--- config.mk ---
export PLATFORM = sky130hd
export DESIGN_NAME = mux_scan_rx_flat
export DESIGN_NICKNAME = d
export VERILOG_FILES = /design/src/rtl/mux_scan_rx_if.sv /design/src/rtl/mux_scan_rx.sv /design/src/flat_wrapper.sv
export SDC_FILE = /design/constraint.sdc
export NUM_CORES = 1
export LEC_CHECK = 0
export ABC_AREA = 1
export ABC_CLOCK_PERIOD_IN_PS = 1230
export CAP_MARGIN = 20
export CORE_ASPECT_RATIO = 0.6
export CORE_MARGIN = 3
export CORE_UTILIZATION = 42
export DETAILED_ROUTE_END_ITERATION = 7
export PLACE_DENSITY_LB_ADDON = 0.3
export SETUP_SLACK_MARGIN = 0.05
export SKIP_CTS_REPAIR_TIMING = 1
export SLEW_MARGIN = 5
export SYNTH_ARGS = -nofsm -noshare
export SYNTH_HDL_FRONTEND = slang
export SYNTH_SLANG_ARGS = --single-unit
--- constraint.sdc ---
create_clock -name clk -period 1.23 [get_ports clk]
set_input_delay 0.1845 -clock clk [delete_from_list [all_inputs] [get_ports clk]]
set_output_delay 0.1845 -clock clk [all_outputs]
set_load 0.05 [all_outputs]
--- src/rtl/mux_scan_rx_if.sv ---
// Signal bundle between the scanning receiver and its environment: control, external mux pins
// and reassembled result words.
interface mux_scan_rx_if;
  logic       start;
  logic       cont;
  logic       busy;
  logic       G1_n;
  logic       G2_n;
  logic       S1;
  logic       S0;
  logic       Y1;
  logic       Y2;
  logic [3:0] Q1;
  logic [3:0] Q2;
  logic       valid;

  modport master (
    input  start, cont, Y1, Y2,
    output busy, G1_n, G2_n, S1, S0, Q1, Q2, valid
  );

  modport slave (
    output start, cont, Y1, Y2,
    input  busy, G1_n, G2_n, S1, S0, Q1, Q2, valid
  );
endinterface

--- src/rtl/mux_scan_rx.sv ---
// Scanning receiver for a dual 4-to-1 mux link: steps the selects, samples both mux outputs per
// channel and publishes the two reassembled words together with a one-cycle valid pulse.
module mux_scan_rx #(
  parameter int unsigned SETTLE = 1
) (
  input logic          clk,
  input logic          rst,
  mux_scan_rx_if.master bus
);

  typedef enum logic [1:0] {StIdle, StSetup, StSample, StDone} state_e;

  localparam logic [2:0] SettleCnt = 3'(SETTLE);

  state_e     state_q, state_d;
  logic [1:0] idx_q, idx_d;
  logic [1:0] sel_q, sel_d;
  logic [2:0] cnt_q, cnt_d;
  logic [3:0] sh1_q, sh1_d, sh2_q, sh2_d;
  logic [3:0] q1_q, q1_d, q2_q, q2_d;
  logic       valid_q, valid_d;
  logic       busy_q, busy_d;
  logic       g_n_q, g_n_d;

  always_comb begin
    state_d = state_q;
    idx_d   = idx_q;
    sel_d   = sel_q;
    cnt_d   = cnt_q;
    sh1_d   = sh1_q;
    sh2_d   = sh2_q;
    q1_d    = q1_q;
    q2_d    = q2_q;
    valid_d = 1'b0;
    busy_d  = busy_q;
    g_n_d   = g_n_q;
    unique case (state_q)
      StIdle: begin
        idx_d  = 2'd0;
        sel_d  = 2'd0;
        g_n_d  = 1'b1;
        busy_d = 1'b0;
        if (bus.start || bus.cont) begin
          state_d = StSetup;
          cnt_d   = SettleCnt;
          g_n_d   = 1'b0;
          busy_d  = 1'b1;
        end
      end
      StSetup: begin
        if (cnt_q != 3'd0) cnt_d = cnt_q - 3'd1;
        else               state_d = StSample;
      end
      StSample: begin
        sh1_d[idx_q] = bus.Y1;
        sh2_d[idx_q] = bus.Y2;
        if (idx_q != 2'd3) begin
          idx_d   = idx_q + 2'd1;
          sel_d   = idx_q + 2'd1;
          cnt_d   = SettleCnt;
          state_d = StSetup;
        end else begin
          // Last channel lands straight in Q so both words appear with the valid pulse.
          state_d = StDone;
          q1_d    = sh1_d;
          q2_d    = sh2_d;
          valid_d = 1'b1;
          g_n_d   = 1'b1;
        end
      end
      StDone: begin
        idx_d = 2'd0;
        sel_d = 2'd0;
        if (bus.start || bus.cont) begin
          state_d = StSetup;
          cnt_d   = SettleCnt;
          g_n_d   = 1'b0;
        end else begin
          state_d = StIdle;
          busy_d  = 1'b0;
        end
      end
      default: state_d = StIdle;
    endcase
  end

  always_ff @(posedge clk) begin
    if (rst) begin
      state_q <= StIdle;
      idx_q   <= 2'd0;
      sel_q   <= 2'd0;
      cnt_q   <= 3'd0;
      sh1_q   <= 4'd0;
      sh2_q   <= 4'd0;
      q1_q    <= 4'd0;
      q2_q    <= 4'd0;
      valid_q <= 1'b0;
      busy_q  <= 1'b0;
      g_n_q   <= 1'b1;
    end else begin
      state_q <= state_d;
      idx_q   <= idx_d;
      sel_q   <= sel_d;
      cnt_q   <= cnt_d;
      sh1_q   <= sh1_d;
      sh2_q   <= sh2_d;
      q1_q    <= q1_d;
      q2_q    <= q2_d;
      valid_q <= valid_d;
      busy_q  <= busy_d;
      g_n_q   <= g_n_d;
    end
  end

  assign bus.busy  = busy_q;
  assign bus.G1_n  = g_n_q;
  assign bus.G2_n  = g_n_q;
  assign bus.S1    = sel_q[1];
  assign bus.S0    = sel_q[0];
  assign bus.Q1    = q1_q;
  assign bus.Q2    = q2_q;
  assign bus.valid = valid_q;

endmodule

--- src/flat_wrapper.sv ---
// flat-port wrapper written by rule: the top's interface ports become plain ports
module mux_scan_rx_flat 
#(
  parameter int unsigned SETTLE = 1
)
  (clk, rst, bus_start, bus_cont, bus_Y1, bus_Y2, bus_busy, bus_G1_n, bus_G2_n, bus_S1, bus_S0, bus_Q1, bus_Q2, bus_valid);
  mux_scan_rx_if bus_i ();
  input logic clk;
  input logic rst;
  input wire logic [$bits(bus_i.start)-1:0] bus_start;
  input wire logic [$bits(bus_i.cont)-1:0] bus_cont;
  input wire logic [$bits(bus_i.Y1)-1:0] bus_Y1;
  input wire logic [$bits(bus_i.Y2)-1:0] bus_Y2;
  output wire logic [$bits(bus_i.busy)-1:0] bus_busy;
  output wire logic [$bits(bus_i.G1_n)-1:0] bus_G1_n;
  output wire logic [$bits(bus_i.G2_n)-1:0] bus_G2_n;
  output wire logic [$bits(bus_i.S1)-1:0] bus_S1;
  output wire logic [$bits(bus_i.S0)-1:0] bus_S0;
  output wire logic [$bits(bus_i.Q1)-1:0] bus_Q1;
  output wire logic [$bits(bus_i.Q2)-1:0] bus_Q2;
  output wire logic [$bits(bus_i.valid)-1:0] bus_valid;
  assign bus_i.start = bus_start;
  assign bus_i.cont = bus_cont;
  assign bus_i.Y1 = bus_Y1;
  assign bus_i.Y2 = bus_Y2;
  assign bus_busy = bus_i.busy;
  assign bus_G1_n = bus_i.G1_n;
  assign bus_G2_n = bus_i.G2_n;
  assign bus_S1 = bus_i.S1;
  assign bus_S0 = bus_i.S0;
  assign bus_Q1 = bus_i.Q1;
  assign bus_Q2 = bus_i.Q2;
  assign bus_valid = bus_i.valid;
  mux_scan_rx #(.SETTLE(SETTLE)) u_core (.clk(clk), .rst(rst), .bus(bus_i));
endmodule
==> results.md, run 1 <==
- The run finished, with violations left.
- The final reports fail on negative setup slack.
- The pin count of the biggest net entering global routing is 19.
- The detailed-route DRC error count is 0.
- The die is just over 50 um tall.
- The critical path goes through inv_4 -> ha_4 -> buf_6 -> nor2_4 -> nor2_4 -> o21ai_2 -> a21oi_2.
- The total half-perimeter wirelength after legalization and detailed placement is 2.440 mm.
- The average instance in the mapped netlist occupies 7.955 um2.
- For this run, the number of standard cells in the final layout without fillers is 250.
- During I/O placement, the number of pins put on the boundary was 20.
- Across all layers, the routed design uses approximately 1300 vias.
- Power comes to about 0.0042 W.
- The hold path startpoint is u_core.cnt_q[1]$_SDFFE_PP0P_.
- The critical path starts at u_core.state_q[0]$_SDFFE_PP0P_.
- The pre-antenna-repair detailed-routing pass consisted of 4 iterations.
- The tree is rooted in a clkbuf_8.
- TritonCTS built the clock tree.
- The number of antenna violations at the first check in global routing is 0.
- The floorplan step set the die width to between 80 and 90 um.
- The library cell used most frequently in the layout, excluding fill and tap cells, is nand2_1.
- The max-cap violation count is 0.
- The register bit total from synthesis is 26.
- The detailed router put a total of between 1.5 and 2 mm of wire on met1.
- The largest vdd supply drop is 1.170 mV.
- The leakage power summed over all cells is 0.8851 nW.
- The largest single stage delay on the critical path is approximately 0.4 ns.
- The area of combinational cells with multiple inputs is around 910 um2.
- The via count of the first global-routing pass is ~1200.
- In this run the number of H-tree levels came out at 1.
- The number of placed instances, taps included is 239.
- The sum of met2 wire segment lengths after detailed routing is between 1.5 and 2 mm.
- Setup violations remaining at the end of the flow were counted as 6.
- The initial core utilization is 0.4683.
- The number of buffers added on ports is 19.
- The worst endpoint data arrival time is roughly 1.5 ns.
- Clock-pin slew was measured on the worst setup and hold paths at roughly 0.09 ns.
- Compared with the post-synthesis result, the final layout area differs by 48.51%.
- Setup slack on the critical path of the routed design comes to -0.06458 ns.
- The total standard cell area after synthesis is 0.001424 mm2.
- The highest clock frequency the design can meet is around 0.77 GHz.
- The Yosys step of the flow raised 0 warnings.
- The filler cell count in the final layout is approximately 230.
- For this block, the initial DRC count from the detailed router was 109.
- The worst slack at placement is -0.1265 ns.
- The clock net in this run drives a total of 26 sinks.
- The per-cell via count in the routed design is just over 5.
- For the pin with the worst max-slew slack, the measured transition is between 0.2 and 0.25 ns.
- In the final layout, the share of cells above drive strength 1 is 0.4471.
- STA classifies the critical path endpoint as a flop.
- The hold violation total from the final report came to 0.
- In this run the remaining antenna-violating nets after routing total 0.
- The final critical delay including setup and external delays is 1.295 ns.
- Clock tree synthesis inserted a total of 3 buffers.
- The floorplan step defined a core boundary enclosing 0.003040 mm2.
- The final clock skew is 0.005669 ns.
- The class of the tightest hold or removal check is reg -> reg.
- The number of nets in the finished design is between 200 and 250.
- When the netlist entered floorplanning its net count stood at between 150 and 200.
- The die outline area is ~0.0041 mm2.
- The kind of cell with the highest combined delay along the critical path is flip-flops.
- In this run, distinct cell masters in the synthesized netlist total 25.
- The post-detailed-route wirelength per cell is ~15 um.
- The top layer reached by signal wires is met4.
- The final-report max-slew violation count is 0.
- Summed over all layers, the global routing overflow is 0.
- At the end of routability-driven placement, the weighted congestion stood at between 0.7 and 0.8.
- The required time at the endpoint of the critical path is 1.40 ns.
- By startpoint and endpoint, the worst setup path is classified as reg -> reg.
- The top cell types in the final layout, fill and taps aside, are nand2_1, dfxtp_1, inv_1.
- The maximum root-to-sink buffer count is 2.
- For this run, the register share of the synthesized area comes to 0.3656.
- The first global-routing pass estimated between 5 and 6 mm of wire.
- The later pin in the worst-skew pair is clocked with a latency of 0.28 ns.
- The overall routing resource usage is 0.1834.
- The cell count after synthesis came out at ~180.
- The repair_antennas step left the layout with diodes totalling 0.
- The area taken by flip-flops and latches is approximately 540 um2.
- By instance count, the cell type seen most on the critical path is nor2_4.
- The largest fanout on the critical path is 5.
- The total number of placement rows is 15.
- The final period utilization is 1.053.
- Setup repair after global routing could not meet its margin everywhere.
- Summed over all layers, the routed wires come to 3.691 mm.
- The number of buffer and inverter stages on the critical path is 2.
- The worst setup path is launched from a flop.
- The standard cell with the maximum stage delay on the critical path is dfxtp_4.
- The fraction of the core area covered by cells at the end of the flow is 0.6955.
- The beginning of the worst register-to-register path is u_core.state_q[0]$_SDFFE_PP0P_.
- Summed over all nets, wire length on met3 after detailed routing comes to roughly 210 um.
- Measured against its own limit, the worst slew margin works out to 0.8526.
- For this design the ratio of total power to cell area is 1983 mW/mm2.
## final timing paths
kind / to / cells after the start / slack [ns]
max: u_core.idx_q[0]$_SDFFE_PP0P_ / 7 / -0.06
max reg2reg: u_core.idx_q[0]$_SDFFE_PP0P_ / 7 / -0.06
min: u_core.cnt_q[1]$_SDFFE_PP0P_ / 2 / 0.48
min reg2reg: u_core.cnt_q[1]$_SDFFE_PP0P_ / 2 / 0.48
## registers in the layout, indices dropped and copies added, names as in the netlist
register	cells
u_core.sh1_q	4
u_core.sh2_q	4
u_core.idx_q	2
u_core.bus.Q1	4
u_core.bus.G1_n	1
u_core.bus.valid	1
u_core.bus.busy	1
u_core.state_q	2
u_core.bus.Q2	4
u_core.cnt_q	3
## synthesized netlist by cell type, drive strengths merged
cell type	number	area, um2
a21oi	20	122.6
buf	6	58.80
dfxtp	26	520.5
ha	13	162.7
inv	27	113.9
nand2	42	176.4
nand3	8	45.04
nor2	8	45.04
nor3	1	5.000
o211ai	7	57.55
o21ai	21	116.4
## stage by stage
stage	TNS (ns)	hold slack, ns	area, um2
final	-0.1782	0.4821	2115
after global routing	-0.6190	0.4998	2115
after CTS	-0.1269	0.4918	1899
after detailed placement	-0.5744	0.4681	1844
after global placement	-0.1439	0.4609	1844
after floorplan	0	0.3764	1483
## cell type report
type / instances / area share
tap: 42 / 0.02485
sequential: 26 / 0.2544
multi-input combinational: 120 / 0.4320
inverter: 27 / 0.05858
timing repair buffer: 31 / 0.2041
clock buffer: 4 / 0.02604
## where the power goes
part | internal (W) | leakage, nW | switching [W]
sequential | 0.00103 | 0.215 | 0.000207
clock | 0.000287 | 0.0288 | 0.000279
combinational | 0.00108 | 0.641 | 0.00131
## routing by layer
metal / vias up / GRT usage
met3: 14 / 0.06162
met1: 582 / 0.2249
met4: 0 / 0.09270
met2: 56 / 0.2861
met5: - / 0
li1: 640 / -
## cell families (layout without fill, tap and decap cells)
logic type      after synthesis  after routing  share of synthesized area
compound gates               48             48                     0.2083
fa+ha+maj                    13             13                     0.1142
buf+inv                      33             62                     0.1213
flops                        26             26                     0.3656
simple gates                 59             59                     0.1907
## worst min-delay path: cells and delay by family, from the launching register on
kind               cells  cell delay [ns]
DFF                    1             0.33
AOI/OAI and AO/OA      1             0.05
and+or+nand+nor        1             0.07
Power figures use the tool's default switching activity.
==> inputs of run 2 (changes only) <==
Settings changed: CTS_CLUSTER_DIAMETER set to 60, HOLD_SLACK_MARGIN set to 0.02.
==> results of run 2 <==
Final layout, timing and power as in run 1 (identical DEF).
==> inputs of run 3 (changes only) <==
Settings changed: MAX_ROUTING_LAYER set to met4.
==> run 3 against run 2 <==
  * The flow still finishes with violations (negative setup slack)
  * Final area unchanged
  * Utilization unchanged
  * Register-to-register slack about the same
  * Final cell count unchanged
  * Critical path depth unchanged
  * Sequential cell count unchanged
  * Critical endpoint unchanged
  * Largest power group unchanged
==> results.md, run 3 (same netlist as run 1, synthesis figures left out) <==
- Result of the run: finished with violations (unchanged).
- Failing checks: negative setup slack (unchanged).
- The hold violation total from the final report is 0 (unchanged).
- The setup slack on the worst flop-to-flop path came to -0.06 ns (about the same).
- The total detailed-routing wirelength is 3.688 mm (was 3.691 mm).
- The pin count of the biggest net entering global routing was 19 (unchanged).
- The final number of setup-violating endpoints came to 5 (was 6).
- The die outline area came to 0.004148 mm2 (unchanged).
- The final clock skew is 0.004587 ns (was 0.005669 ns).
- The clock-pin slew on the worst setup and hold paths is 0.09 ns (about the same).
- The element type at the critical path start is a flop (unchanged).
- The fraction of layout instances using a drive strength above 1 is 0.4471 (unchanged).
- The area taken by flip-flops and latches came to 538.0 um2 (unchanged).
- The maximum root-to-sink buffer count came to 2 (unchanged).
- The combinational cell fraction of total power came to 0.568 (was 0.570).
- The leftover overflow at the end of global routing is 0 (unchanged).
- The setup TNS is -0.1599 ns (was -0.1782 ns).
- The post-detailed-route wirelength per cell is 14.75 um (was 14.76 um).
- The switching part of the total power is 0.4294 (was 0.4288).
- The highest clock frequency the design can meet was 0.7746 GHz (was 0.7725 GHz).
- The sum of internal, switching and leakage power is 0.004199 W (was 0.004193 W).
- The per-cell via count in the routed design is 5.176 (was 5.168).
- The number of buffers added on ports is 19 (unchanged).
- The last weighted congestion value of the routability-driven placer is 0.8037 (was 0.7925).
- The fraction of the core area covered by cells at the end of the flow was 0.6955 (unchanged).
- The kind of end point of the critical path is a flop (unchanged).
- The total number of placement rows is 15 (unchanged).
- The class of the tightest hold or removal check is reg -> reg (unchanged).
- The final cell area excluding filler cells came to 0.002115 mm2 (unchanged).
- The clock sink total is 26 (unchanged).
- The global-route wire length before repair is 5.671 mm (unchanged).
- The residual antenna-violating net count after detailed routing is 0 (unchanged).
- The detailed-route DRC error count is 0 (unchanged).
- The power per cell area is 1986 mW/mm2 (was 1983 mW/mm2).
- The CTS tree is built (unchanged).
- The core area came to 0.003040 mm2 (unchanged).
- The total half-perimeter wirelength after legalization and detailed placement is 2.440 mm (unchanged).
- Most frequent cells in the layout: nand2_1, dfxtp_1, inv_1 (unchanged).
- The net switching component of the power is 0.001803 W (was 0.001798 W).
- The clock network power share is 0.137 (was 0.135).
- The height of the die came to 51.10 um (unchanged).
- The total clock buffers created by CTS was 3 (unchanged).
- Unrepaired setup endpoints after global routing: yes (unchanged).
- The actual slew at the worst max-slew pin is 0.2309 ns (was 0.2188 ns).
- The initial core utilization came to 0.4683 (unchanged).
- The filler cell count in the final layout is 232 (unchanged).
- The depth of the most critical reg-to-reg path is 7 (unchanged).
- The largest vdd supply drop came to 1.172 mV (was 1.170 mV).
- The setup slack of the critical path after layout came to -0.06106 ns (was -0.06458 ns).
- The clock root buffer master is clkbuf_8 (unchanged).
- The commonest non-fill, non-tap cell in the layout is nand2_1 (unchanged).
- The first-iteration detailed-routing DRC count came to 92 (was 109).
- The total vias in the final route was 1294 (was 1292).
- The horizontal die dimension is 81.17 um (unchanged).
- The final-report max-slew violation count is 0 (unchanged).
- The leakage power summed over all cells is 0.8851 nW (unchanged).
- The count of cells along the worst hold path came to 2 (unchanged).
- The number of antenna violations at the first check in global routing is 0 (unchanged).
- The start-to-end type of the worst setup path is reg -> reg (unchanged).
- The placement-stage cell area came to 0.001844 mm2 (unchanged).
- The worst endpoint data arrival time is 1.46 ns (about the same).
- The largest fanout on the critical path is 5 (unchanged).
- The via count of the first global-routing pass was 1232 (was 1236).
- The fraction of power consumed by sequential logic is 0.295 (about the same).
- The required time at the endpoint of the critical path is 1.40 ns (about the same).
- The number of antenna repair diodes is 0 (unchanged).
- The number of search-and-repair iterations in the first detailed-routing pass is 4 (unchanged).
- The final critical delay including setup and external delays is 1.291 ns (was 1.295 ns).
- The relative area change from synthesis to final layout came to 48.51% (unchanged).
- The max-cap violation count is 0 (unchanged).
- The headroom to the max-slew limit is 0.8459 (was 0.8526).
- The number of nets in the finished design is 228 (unchanged).
- The clock network latency to the later pin of the worst-skew pair is 0.28 ns (about the same).
- The worst slack at placement was -0.1265 ns (unchanged).
- The area of combinational cells with multiple inputs was 913.4 um2 (unchanged).
- The top-level I/O count is 20 (unchanged).
- The final period utilization came to 1.050 (was 1.053).
- The maximum level of the CTS H-tree is 1 (unchanged).
- The cell-internal power is 0.002396 W (was 0.002395 W).
- The overall routing resource usage is 0.1884 (was 0.1834).
run 3: cell counts in the layout (fill, tap and decap cells not counted):
Identical to the previous run, type by type.
run 3: final timing paths:
check	to	startpoint
setup / recovery	u_core.idx_q[0]$_SDFFE_PP0P_	u_core.state_q[0]$_SDFFE_PP0P_
hold / removal	u_core.cnt_q[1]$_SDFFE_PP0P_	u_core.cnt_q[1]$_SDFFE_PP0P_
setup reg to reg	u_core.idx_q[0]$_SDFFE_PP0P_	u_core.state_q[0]$_SDFFE_PP0P_
hold reg to reg	u_core.cnt_q[1]$_SDFFE_PP0P_	u_core.cnt_q[1]$_SDFFE_PP0P_
run 3: layout make-up:
| cell class | count | area share |
|---|---|---|
| tap | 42 | 0.02485 |
| timing repair buffer | 31 | 0.2041 |
| multi-input combinational | 120 | 0.4320 |
| sequential | 26 | 0.2544 |
| inverter | 27 | 0.05858 |
| clock buffer | 4 | 0.02604 |
run 3: critical path, cell delays in order (launching register included):
cell,delay (ns)
dfxtp_4,0.40
inv_4,0.06
ha_4,0.20
buf_6,0.13
nor2_4,0.14
nor2_4,0.06
o21ai_2,0.15
a21oi_2,0.04
run 3: per-layer routing:
| layer | share of wire | global-route usage | wire [um] | vias to the layer above |
|---|---|---|---|---|
| met5 | 0 | - | 0 | - |
| met4 | 0.036 | 0.09270 | 133 | 0 |
| met3 | 0.052 | 0.06162 | 193 | 14 |
| met2 | 0.47 | 0.2861 | 1746 | 50 |
| met1 | 0.44 | 0.2249 | 1614 | 593 |
| li1 | - | - | - | 637 |
run 3: through the flow:
| stage | hold WS [ns] | cells |
|---|---|---|
| after floorplan | 0.3764 | 179 |
| after CTS | 0.4918 | 243 |
| after global placement | 0.4609 | 239 |
| after detailed placement | 0.4681 | 239 |
| after global routing | 0.4997 | 250 |
| final | 0.4825 | 250 |
run 3: power by group through the flow:
stage	Combinational [W]	Sequential (W)	Clock, W
6_report	0.00239	0.00124	0.000575
5_1_grt	0.00258	0.00126	0.000608
4_1_cts	0.00186	0.00121	0.000577
3_5_place_dp	0.00184	0.00123	0
3_3_place_gp	0.00174	0.00122	0
2_1_floorplan	0.00115	0.00133	0
